**src/rtl/fifo_pkg.sv**
```systemverilog
// fifo_pkg: shared definitions for the FIFO pointer/flag controller.
//   ptr_inc     - pointer increment with explicit wrap at depth-1 (any depth >= 2)
//   addr_width  - pointer/count width able to hold 0..depth
//   ERR_*_BIT   - error-flag bit positions shared with the UART status register
package fifo_pkg;

  localparam int unsigned ERR_OVF_BIT = 0;
  localparam int unsigned ERR_UDF_BIT = 1;

  // Count must reach depth itself, hence depth+1 codes.
  function automatic int unsigned addr_width(input int unsigned depth);
    return $clog2(depth + 1);
  endfunction

  // Depth need not be a power of two, so the wrap is a compare, not a modulo.
  function automatic int unsigned ptr_inc(input int unsigned ptr, input int unsigned depth);
    return (ptr == depth - 1) ? 0 : ptr + 1;
  endfunction

endpackage

```
**src/rtl/fifo_ptr_ctrl.sv**
```systemverilog
// fifo_ptr_ctrl: pointer and flag controller for a single-clock dual-port FIFO buffer.
// Ports:
//   clk_i, rstn_i            clock, async active-low reset
//   push_i, pop_i            write / read requests
//   flush_i                  synchronous clear of pointers and count
//   clr_err_i                clears sticky ovf_o / udf_o
//   buf_wren_o, buf_rden_o   accepted push / pop (buffer enables)
//   buf_wr_ptr_o/rd_ptr_o    registered buffer addresses
//   rd_valid_o               one cycle after an accepted pop (buffer read latency)
//   full_o, empty_o, count_o occupancy status
//   ovf_o, udf_o             sticky overflow / underflow
// Optional (macro FIFO_PTR_CTRL_ALMOST_EN): AF_THRESH / AE_THRESH parameters and
// registered almost_full_o / almost_empty_o outputs.
module fifo_ptr_ctrl
  import fifo_pkg::*;
#(
  parameter int unsigned FIFO_DEPTH = 50,
`ifdef FIFO_PTR_CTRL_ALMOST_EN
  parameter int unsigned AF_THRESH  = FIFO_DEPTH - 2,
  parameter int unsigned AE_THRESH  = 2,
`endif
  localparam int unsigned ADDR_WIDTH = addr_width(FIFO_DEPTH)
) (
  input  logic                  clk_i,
  input  logic                  rstn_i,
  input  logic                  push_i,
  input  logic                  pop_i,
  input  logic                  flush_i,
  input  logic                  clr_err_i,
  output logic                  buf_wren_o,
  output logic                  buf_rden_o,
  output logic [ADDR_WIDTH-1:0] buf_wr_ptr_o,
  output logic [ADDR_WIDTH-1:0] buf_rd_ptr_o,
  output logic                  rd_valid_o,
  output logic                  full_o,
  output logic                  empty_o,
  output logic [ADDR_WIDTH-1:0] count_o,
`ifdef FIFO_PTR_CTRL_ALMOST_EN
  output logic                  almost_full_o,
  output logic                  almost_empty_o,
`endif
  output logic                  ovf_o,
  output logic                  udf_o
);

  logic [ADDR_WIDTH-1:0] wr_ptr_q, wr_ptr_d;
  logic [ADDR_WIDTH-1:0] rd_ptr_q, rd_ptr_d;
  logic [ADDR_WIDTH-1:0] count_q, count_d;
  logic                  rd_valid_q, rd_valid_d;
  logic                  ovf_q, ovf_d;
  logic                  udf_q, udf_d;
  logic                  full, empty, push_acc, pop_acc, ovf_set, udf_set;

  assign full     = (count_q == ADDR_WIDTH'(FIFO_DEPTH));
  assign empty    = (count_q == '0);
  assign push_acc = push_i & ~full & ~flush_i;
  assign pop_acc  = pop_i & ~empty & ~flush_i;
  assign ovf_set  = push_i & full & ~flush_i;
  assign udf_set  = pop_i & empty & ~flush_i;

  always_comb begin
    wr_ptr_d = wr_ptr_q;
    rd_ptr_d = rd_ptr_q;
    count_d  = count_q;
    if (flush_i) begin
      wr_ptr_d = '0;
      rd_ptr_d = '0;
      count_d  = '0;
    end else begin
      if (push_acc) wr_ptr_d = ADDR_WIDTH'(ptr_inc(32'(wr_ptr_q), FIFO_DEPTH));
      if (pop_acc)  rd_ptr_d = ADDR_WIDTH'(ptr_inc(32'(rd_ptr_q), FIFO_DEPTH));
      unique case ({push_acc, pop_acc})
        2'b10:   count_d = count_q + 1'b1;
        2'b01:   count_d = count_q - 1'b1;
        default: count_d = count_q;
      endcase
    end
  end

  // Set beats clear when both happen in the same cycle.
  assign ovf_d      = ovf_set | (ovf_q & ~clr_err_i);
  assign udf_d      = udf_set | (udf_q & ~clr_err_i);
  assign rd_valid_d = pop_acc;

  always_ff @(posedge clk_i or negedge rstn_i) begin
    if (!rstn_i) begin
      wr_ptr_q   <= '0;
      rd_ptr_q   <= '0;
      count_q    <= '0;
      rd_valid_q <= 1'b0;
      ovf_q      <= 1'b0;
      udf_q      <= 1'b0;
    end else begin
      wr_ptr_q   <= wr_ptr_d;
      rd_ptr_q   <= rd_ptr_d;
      count_q    <= count_d;
      rd_valid_q <= rd_valid_d;
      ovf_q      <= ovf_d;
      udf_q      <= udf_d;
    end
  end

`ifdef FIFO_PTR_CTRL_ALMOST_EN
  logic almost_full_q, almost_empty_q;

  // Registered from count_d so the flags change in the same cycle as count_o.
  always_ff @(posedge clk_i or negedge rstn_i) begin
    if (!rstn_i) begin
      almost_full_q  <= 1'b0;
      almost_empty_q <= 1'b1;
    end else begin
      almost_full_q  <= (32'(count_d) >= AF_THRESH);
      almost_empty_q <= (32'(count_d) <= AE_THRESH);
    end
  end

  assign almost_full_o  = almost_full_q;
  assign almost_empty_o = almost_empty_q;
`endif

  assign buf_wren_o   = push_acc;
  assign buf_rden_o   = pop_acc;
  assign buf_wr_ptr_o = wr_ptr_q;
  assign buf_rd_ptr_o = rd_ptr_q;
  assign rd_valid_o   = rd_valid_q;
  assign full_o       = full;
  assign empty_o      = empty;
  assign count_o      = count_q;
  assign ovf_o        = ovf_q;
  assign udf_o        = udf_q;

endmodule

```
**config.mk**
```make
export PLATFORM = sky130hd
export DESIGN_NAME = fifo_ptr_ctrl
export DESIGN_NICKNAME = d
export VERILOG_FILES = /design/src/rtl/fifo_pkg.sv /design/src/rtl/fifo_ptr_ctrl.sv
export SDC_FILE = /design/constraint.sdc
export NUM_CORES = 1
export LEC_CHECK = 0
export ABC_AREA = 1
export CAP_MARGIN = 15
export CELL_PAD_IN_SITES_DETAIL_PLACEMENT = 1
export CELL_PAD_IN_SITES_GLOBAL_PLACEMENT = 2
export CORE_AREA = 5 5 55 76
export CTS_CLUSTER_SIZE = 12
export DETAILED_ROUTE_END_ITERATION = 7
export DIE_AREA = 0 0 60 81
export DONT_BUFFER_PORTS = 1
export PLACE_DENSITY = 0.81
export RECOVER_POWER = 50
export SLEW_MARGIN = 20
export SYNTH_ARGS = -nofsm -noshare
export SYNTH_HDL_FRONTEND = slang
export SYNTH_SLANG_ARGS = --single-unit
```
**constraint.sdc**
```tcl
create_clock -name clk_i -period 4.7 [get_ports clk_i]
set_clock_uncertainty 0.15 [all_clocks]
set_input_delay 0.94 -clock clk_i [delete_from_list [all_inputs] [get_ports clk_i]]
set_output_delay 0.94 -clock clk_i [all_outputs]
set_load 0.03 [all_outputs]
```
==> results of run 1 <==
==> state kept, by name, indices dropped and copies added, names as in the netlist <==
| signal | count |
|---|---|
| udf_o | 1 |
| count_o | 6 |
| buf_wr_ptr_o | 6 |
| ovf_o | 1 |
| buf_rd_ptr_o | 6 |
| rd_valid_o | 1 |
==> per-stage QoR <==
stage          hold slack (ns)  std cells  power (uW)  instance area, um2  setup WS (ns)
2_1_floorplan           0.4944        144       536.1                1279          1.986
6_report                0.2067        188       704.8                1370          1.822
4_1_cts                 0.2049        188       718.3                1375          1.942
3_5_place_dp            0.4950        184       598.3                1329          1.717
3_3_place_gp            0.4949        184       586.1                1329          1.832
5_1_grt                 0.1957        188       754.2                1370          1.552
==> layer usage <==
metal  up-vias  share of wire [%]  GRT usage, %
li1        479                  -             -
met4         0                1.6         5.322
met5         -                  0             0
met3         5                6.7         3.816
met1       500                 37         15.14
met2        22                 55         25.22
==> logic make-up after synthesis <==
group	count (synthesis)	synth area share, %
compound gates	26	13.40
xor+xnor	11	7.535
fa+ha+maj	9	9.394
buf+inv	26	7.632
flops	21	41.10
mux	1	0.7828
simple gates	50	20.16
==> critical path: stages, from the launching register on <==
cell and delay (ns):
dfrtp_1 0.70, nor2_1 0.14, nand3_2 0.12, nand2_2 0.07, inv_1 0.34, nand2_4 0.12
inv_1 0.19, ha_1 0.32, a21oi_1 0.18, o21ai_0 0.10, nor2_1 0.13, nand3_1 0.09
nand3_1 0.08, nand2_1 0.05
==> power groups by stage <==
stage	Clock [uW]	Sequential, uW	Combinational [uW]
after detailed placement	0	338	260
after floorplan	0	321	215
after global placement	0	336	250
final	121	332	251
after CTS	124	334	260
after global routing	132	341	282
==> how the worst max path moves through the flow <==
stage | endpoint | slack (ns) | cells after the start
3_5_place_dp | count_o[5]$_DFFE_PN0P_ | 1.72 | 13
6_report | count_o[5]$_DFFE_PN0P_ | 1.82 | 13
2_1_floorplan | count_o[5]$_DFFE_PN0P_ | 1.99 | 13
4_1_cts | count_o[5]$_DFFE_PN0P_ | 1.94 | 13
3_3_place_gp | count_o[5]$_DFFE_PN0P_ | 1.83 | 13
5_1_grt | count_o[5]$_DFFE_PN0P_ | 1.55 | 13
==> placed cells by master, fill, tap and decap left out, types with 4 or more instances in the layout <==
cell type | Yosys | layout
inv_1 | 22 | 23
dfrtp_1 | 21 | 21
nand2_1 | 17 | 17
nand3_1 | 11 | 12
o22ai_1 | 10 | 10
nor2_1 | 8 | 8
xor2_1 | 8 | 8
ha_1 | 8 | 8
nand2_2 | 5 | 5
o21ai_2 | 4 | 4
==> cell type report <==
type	instances	share of cell area (%)
clock inverters	1	0.3653
flip-flops and latches	21	38.36
well taps	40	3.653
multi-input cells	97	47.49
inverters	26	7.123
clock buffers	3	3.014
==> out/results.ini, run 1 <==
[route]
detail-route-antenna-nets = 0
drt-vias-per-instance = 5.351
first_pass_iters = 4
dr_total_vias = 1006
routed_wl_mm = 3.104
routed_wire_length_per_instance_um = 16.51
first_iter_violations = 10
drc_errors = 0

[grt]
grt_antenna_before_repair = 0
overflow = 0
largest_net_degree_at_the_start_of_global_routing = 22
gr-usage-all-layers_pct = 14.01
first_global_vias = 1106
grt_pass1_wl_mm = 5.161

[layout]
fill_cells = 418
multi_input_area_um2 = 650.6
antenna_cells_inserted = 0
areaGrowthSynthToFinish_pct = 7.143
final_layout_size_suffix_gt1_share_pct = 14.86
final_core_density_pct = 40.56
register_area_um2 = 525.5
layout.nets = 164

[logic_synthesis]
synth_top_area_share_pct = 41.10
ys_ff_latch = 21
synthesis.area_per_instance_um2 = 8.880
synth_async_sr_flop_share_pct = 100.0
synth_area_leaders = dfrtp_1, ha_1, inv_1, xor2_1, nand2_1
synth.top_cells.by_count = inv_1, dfrtp_1, nand2_1, nand3_1, o22ai_1
synth_most_common_cell = inv_1
yosysSeqAreaShare_pct = 41.10
synth_flop_cell = dfrtp_1
number_of_enable_type_register_cells_in_the_synthesized_netlist = 0
synthesized_cell_area_um2 = 1279
synthDominantAreaCellType = dfrtp_1
postSynthCellCount = 144
synth.yosys.warnings = 0
synth_cell_type_count = 26
mappedNetlistNets = 159

[timing]
rsz0062_at_grt = false
worst_slew_pin_slew_ns = 0.7339
setup-violations-final = 0
finalHoldViolations = 0
final_report_max_slew_violation_count = 0
totalNegativeSetupSlack_ns = 0
min_period_ns = 2.878
final_worst_path_cycle_share_pct = 61.24
maximum_clock_frequency_mhz = 347.5
max_slew_margin_pct = 50.65

[cts]
cts_tree = yes
clockRootBuffer = clkbuf_8
cts-htree-levels = 1
ctsHoldBuffers = 0
cts-buffers-inserted = 3
clkLatencyLatePin_ns = 0.27
cts_num_sinks = 21
postCtsSetupBuffers = 0
number_of_cells_upsized_or_downsized_after_cts = 0
clkTransAtPathRegs_ns = 0.08
clockBufferDepth = 2

[setup_path]
critPathCaptureType = flop
worst_r2r_path_depth = 13
timing.setup.critical_path_class = flop to flop
data_required_time_at_the_worst_endpoint_ns = 4.71
critical_path.max_fanout = 8
critPathArrivalTime_ns = 2.88
source_of_the_critical_timing_path = count_o[0]$_DFFE_PN0P_
regToRegSetupSlack_ns = 1.82
timing.rr.start = count_o[0]$_DFFE_PN0P_
setup_crit_start_kind = flop
timing.rr.end = count_o[5]$_DFFE_PN0P_

[power]
pwr-share-seq_pct = 47.1
netSwitchingFraction_pct = 49.54
switching_power_uw = 349.2
p_clk_share_pct = 17.2
internal-power_uw = 355.6
comb_power_share_pct = 35.7
power.leakage_uw = 0.0006454
power.density_nw_per_um2 = 514.4
vdd.ir_drop.worst_v = 0.0002378

[floorplan]
floorplan.initialDensity_pct = 37.85
fp.coreArea_um2 = 3378
die_x_um = 60
design.die.area_um2 = 4860
ios = 31
number_of_placement_rows = 25
die-height_um = 81

[job]
timing.max_cap.violations = 0

[placement]
post-dp-hpwl_mm = 2.544
globalplace.congestion = 0.8120
portBuffers = 0

[min_path]
hold_class = primary input to asynchronous set/reset pin

[outcome]
status = finished, final reports clean

Power figures use the tool's default switching activity.
==> run 2, diff against run 1 <==
--- a/config.mk
+++ b/config.mk
@@ -9,12 +9,12 @@
 export CAP_MARGIN = 15
 export CELL_PAD_IN_SITES_DETAIL_PLACEMENT = 1
 export CELL_PAD_IN_SITES_GLOBAL_PLACEMENT = 2
-export CORE_AREA = 5 5 55 76
+export CORE_AREA = 5 5 59 82
 export CTS_CLUSTER_SIZE = 12
 export DETAILED_ROUTE_END_ITERATION = 7
-export DIE_AREA = 0 0 60 81
+export DIE_AREA = 0 0 64 87
 export DONT_BUFFER_PORTS = 1
-export PLACE_DENSITY = 0.81
+export PLACE_DENSITY = 0.74
 export RECOVER_POWER = 50
 export SLEW_MARGIN = 20
 export SYNTH_ARGS = -nofsm -noshare
==> constraint.sdc (replaced) <==
create_clock -name clk_i -period 2.6 [get_ports clk_i]
set_clock_uncertainty 0.15 [all_clocks]
set_input_delay 0.52 -clock clk_i [delete_from_list [all_inputs] [get_ports clk_i]]
set_output_delay 0.52 -clock clk_i [all_outputs]
set_load 0.03 [all_outputs]
==> run 2 against run 1 <==
Effect of this change: power rose by 91%; largest cell class unchanged; die area up 15%; sequential share of layout area fell by 1.8 points; global-route usage fell by 2.0 points.
==> out/results.ini, run 2 (synthesis results as in run 1) <==
[outcome]
status = finished, final reports clean

[layout]
layout.cells.most_common_list = inv_1, dfrtp_1, nand2_1
antenna_cells_inserted = 0
areaGrowthSynthToFinish_pct = 12.43
final_layout_size_suffix_gt1_share_pct = 19.11
most_common_cell_after_layout_fill_and_taps_aside = inv_1
stdcell_count = 202
layout.nets = 173

[grt]
first_global_vias = 1083
overflow = 0
gr-usage-all-layers_pct = 11.99
grt_antenna_before_repair = 0
largest_net_degree_at_the_start_of_global_routing = 22
grt_pass1_wl_mm = 5.237

[timing]
worst_slew_pin_slew_ns = 1.143
max_slew_margin_pct = 23.79
setup-violations-final = 0
min_period_ns = 2.411
maximum_clock_frequency_mhz = 414.8
rsz0062_at_grt = false
finalHoldViolations = 0
final_report_max_slew_violation_count = 0
totalNegativeSetupSlack_ns = 0
final_worst_path_cycle_share_pct = 92.72

[floorplan]
design.die.area_um2 = 5568
floorplan.initialDensity_pct = 31.20
die_x_um = 64
ios = 31
number_of_placement_rows = 28
fp.coreArea_um2 = 4099
die-height_um = 87

[power]
power.leakage_uw = 0.0006776
vdd.ir_drop.worst_v = 0.0004298
switching_power_uw = 655.4
internal-power_uw = 692.5
comb_power_share_pct = 47.5
power.density_nw_per_um2 = 937.6
pwr-share-seq_pct = 36.8
p_clk_share_pct = 15.7
design_power_total_uw = 1348
netSwitchingFraction_pct = 48.62

[cts]
cts_tree = yes
cts-buffers-inserted = 3
clockRootBuffer = clkbuf_8
clkTransAtPathRegs_ns = 0.07
clockBufferDepth = 2
number_of_cells_upsized_or_downsized_after_cts = 0
cts_num_sinks = 21
cts-htree-levels = 1
clkLatencyLatePin_ns = 0.26

[min_path]
hold_class = primary input to flop

[route]
routed_wire_length_per_instance_um = 15.46
drc_errors = 0
drt-vias-per-instance = 5.079
first_pass_iters = 3
dr_total_vias = 1026
detail-route-antenna-nets = 0
first_iter_violations = 21
routed_wl_mm = 3.122

[job]
timing.max_cap.violations = 0

[setup_path]
critical_path.max_fanout = 5
timing.setup.critical_path_class = flop to flop
critPathArrivalTime_ns = 2.41
cp_common_cell = nor2_1
critical_path.max_stage_delay_ns = 0.43
data_required_time_at_the_worst_endpoint_ns = 2.60
regToRegSetupSlack_ns = 0.19
timing.critical_path.cells = nor2_1 > nand3_2 > nand2_2 > inv_2 > nand2_4 > inv_1 > fa_1 > a21oi_1 > nor2_1 > nor2_1 > xor2_1 > o21ai_2
setup_crit_start_kind = flop
critPathCaptureType = flop
worstPathBufferInverterCount = 2
worst_path_max_delay_cell = dfrtp_1
critical-path-top-delay-family = simple AND/OR/NAND/NOR gates

[placement]
dp.cells = 197
globalplace.congestion = 0.8283
post-dp-hpwl_mm = 2.586
portBuffers = 0

-- run 2: power by group through the flow --
stage	clock [uW]	sequential, uW	combinational, uW
finish	212	496	640
global route	240	508	710
CTS	228	499	666
detailed placement	0	505	651
global placement	0	502	632
floorplan	0	580	389
-- run 2: area by class of cell --
cell class | count | area, um2
timing repair buffer | 9 | 56.30
clock inverter | 1 | 5.005
inverter | 26 | 97.59
tap | 45 | 56.30
sequential | 21 | 525.5
clock buffer | 3 | 41.29
fill | 495 | 2661
multi-input combinational | 97 | 655.6
-- run 2: final timing paths --
path,startpoint,to,cells past startpoint
setup / recovery,count_o[4]$_DFFE_PN0P_,count_o[4]$_DFFE_PN0P_,12
hold / removal,clr_err_i,ovf_o$_DFF_PN0_,1
setup reg to reg,count_o[4]$_DFFE_PN0P_,count_o[4]$_DFFE_PN0P_,12
hold reg to reg,count_o[4]$_DFFE_PN0P_,count_o[4]$_DFFE_PN0P_,2
max in group asynchronous,rstn_i,count_o[4]$_DFFE_PN0P_,1
min in group asynchronous,rstn_i,buf_rd_ptr_o[4]$_DFFE_PN0P_,1
-- run 2: stage by stage --
step                      hold slack (ns)  setup WS, ns  instance area, um2  util (%)
after floorplan                   0.07441        0.1721                1279         -
after global placement            0.07495        0.2674                1395     34.04
after detailed placement          0.07498        0.2067                1395     34.04
after CTS                          0.1956        0.1553                1451     35.41
after global routing               0.1965       0.01882                1438     35.07
final                              0.2057        0.1893                1438     35.07
-- run 2: repair_timing --
action	CTS	global route
hold buffers	1	0
setup endpoints to repair	0	0
hold endpoints to repair	21	0
setup buffers	0	0
-- run 2: metal layers --
layer  part of all wire [%]  global-route usage (%)  vias up
met2                     56                   22.23       23
li1                       -                       -      495
met3                    7.9                   3.747        2
met1                     35                   12.04      506
met4                   0.77                   5.104        0
met5                      0                       0        -
==> run 3, diff against run 2 <==
--- a/config.mk
+++ b/config.mk
@@ -14,6 +14,7 @@
 export DETAILED_ROUTE_END_ITERATION = 7
 export DIE_AREA = 0 0 64 87
 export DONT_BUFFER_PORTS = 1
+export MAX_ROUTING_LAYER = met4
 export PLACE_DENSITY = 0.74
 export RECOVER_POWER = 50
 export SLEW_MARGIN = 20
==> run 3 against run 2 <==
Effect of this change: critical path depth did not move; core utilization stayed put; maximum frequency is 0.19% higher; largest cell class unchanged.
==> out/results.ini, run 3 (synthesis results as in run 1) <==
[floorplan]
floorplan.initialDensity_pct = 31.20
fp.coreArea_um2 = 4099
die-height_um = 87
number_of_placement_rows = 28
ios = 31
die_x_um = 64
design.die.area_um2 = 5568

[min_path]
hold_class = primary input to flop
min_from = clr_err_i
hold_end = ovf_o$_DFF_PN0_
min_delay_path_depth = 1

[setup_path]
worst_path_max_delay_cell = dfrtp_1
timing.rr.start = count_o[4]$_DFFE_PN0P_
cp_common_cell = nor2_1
regToRegSetupSlack_ns = 0.19
critPathArrivalTime_ns = 2.40
worst_r2r_path_depth = 12
timing.setup.critical_path_class = flop to flop
critical_path.max_fanout = 5
data_required_time_at_the_worst_endpoint_ns = 2.60
setup_crit_start_kind = flop
timing.critical_path.cells = nor2_1 > nand3_2 > nand2_2 > inv_2 > nand2_4 > inv_1 > fa_1 > a21oi_1 > nor2_1 > nor2_1 > xor2_1 > o21ai_2
critical_path.max_stage_delay_ns = 0.43
critical-path-top-delay-family = simple AND/OR/NAND/NOR gates
worstPathBufferInverterCount = 2
timing.rr.end = count_o[4]$_DFFE_PN0P_
critPathCaptureType = flop

[route]
routed_wl_mm = 3.142
drc_errors = 0
detail-route-antenna-nets = 0
wl_met2_mm = 1.748
wl_met3_um = 249
top_signal_layer_used = met4
first_iter_violations = 28
dr_total_vias = 1028
routed_wire_length_per_instance_um = 15.55
wirelength_met1_mm = 1.123
first_pass_iters = 3
drt-vias-per-instance = 5.089

[cts]
cts_tree = yes
number_of_cells_upsized_or_downsized_after_cts = 0
cts_num_sinks = 21
clockBufferDepth = 2
cts-htree-levels = 1
clockRootBuffer = clkbuf_8
clkTransAtPathRegs_ns = 0.07
cts-buffers-inserted = 3
postCtsSetupBuffers = 0
clkLatencyLatePin_ns = 0.26

[power]
vdd.ir_drop.worst_v = 0.0004323
design_power_total_uw = 1351
power.leakage_uw = 0.0006776
power.density_nw_per_um2 = 939.6

[job]
timing.max_cap.violations = 0

[timing]
min_period_ns = 2.406
final_worst_path_cycle_share_pct = 92.54
rsz0062_at_grt = false
worst_slew_pin_slew_ns = 1.143
maximum_clock_frequency_mhz = 415.6
finalHoldViolations = 0
max_slew_margin_pct = 23.80
final_report_max_slew_violation_count = 0
setup-violations-final = 0
totalNegativeSetupSlack_ns = 0

[placement]
post-dp-hpwl_mm = 2.586
portBuffers = 0
globalplace.congestion = 0.8409

[grt]
grt_antenna_before_repair = 0
grt_pass1_wl_mm = 5.244
largest_net_degree_at_the_start_of_global_routing = 22
first_global_vias = 1082
overflow = 0
gr-usage-all-layers_pct = 12.33

[layout]
layout.nets = 173
final_layout_size_suffix_gt1_share_pct = 19.11
layout.cells.most_common_list = inv_1, dfrtp_1, nand2_1
areaGrowthSynthToFinish_pct = 12.43
antenna_cells_inserted = 0
most_common_cell_after_layout_fill_and_taps_aside = inv_1

[outcome]
status = finished, final reports clean

run 3: area by class of cell:
type,count,area (um2)
tap,45,56.30
inverter,26,97.59
multi-input combinational,97,655.6
fill,495,2661
timing repair buffer,9,56.30
clock buffer,3,41.29
sequential,21,525.5
clock inverter,1,5.005
run 3: stage by stage:
| stage | hold WS, ns | utilization [%] | instances | setup slack, ns | cell area [um2] |
|---|---|---|---|---|---|
| 2_1_floorplan | 0.07441 | - | 144 | 0.1721 | 1279 |
| 3_3_place_gp | 0.07495 | 34.04 | 197 | 0.2674 | 1395 |
| 3_5_place_dp | 0.07498 | 34.04 | 197 | 0.2067 | 1395 |
| 4_1_cts | 0.1956 | 35.41 | 202 | 0.1553 | 1451 |
| 5_1_grt | 0.1965 | 35.07 | 202 | 0.01882 | 1438 |
| 6_report | 0.2057 | 35.07 | 202 | 0.1940 | 1438 |
run 3: worst max-delay path by stage:
stage / start / endpoint / depth (start not counted)
6_report: count_o[4]$_DFFE_PN0P_ / count_o[4]$_DFFE_PN0P_ / 12
5_1_grt: count_o[4]$_DFFE_PN0P_ / count_o[5]$_DFFE_PN0P_ / 13
4_1_cts: count_o[4]$_DFFE_PN0P_ / count_o[4]$_DFFE_PN0P_ / 12
3_5_place_dp: pop_i / count_o[5]$_DFFE_PN0P_ / 13
3_3_place_gp: push_i / count_o[4]$_DFFE_PN0P_ / 11
2_1_floorplan: count_o[0]$_DFFE_PN0P_ / count_o[4]$_DFFE_PN0P_ / 12
run 3: what timing repair did:
action | 4_1_cts | 5_1_grt
endpoints found under the setup margin | 0 | 0
hold buffers | 1 | 0
hold endpoints to repair | 21 | 0
run 3: metal layers:
layer / GRT usage (%) / vias to the layer above
li1: - / 495
met1: 12.12 / 508
met2: 22.14 / 23
met3: 3.747 / 2
met4: 5.104 / 0
met5: - / -
run 3: where the power goes:
group          switching (uW)  internal (uW)
clock                     109            107
sequential                111            385
combinational             438            201
total                     658            693
run 3: worst reg2reg max path, stage by stage (launching register included):
cell	delay, ns
dfrtp_1	0.43
nor2_1	0.18
nand3_2	0.13
nand2_2	0.12
inv_2	0.06
nand2_4	0.09
inv_1	0.12
fa_1	0.42
a21oi_1	0.17
nor2_1	0.05
nor2_1	0.11
xor2_1	0.19
o21ai_2	0.08
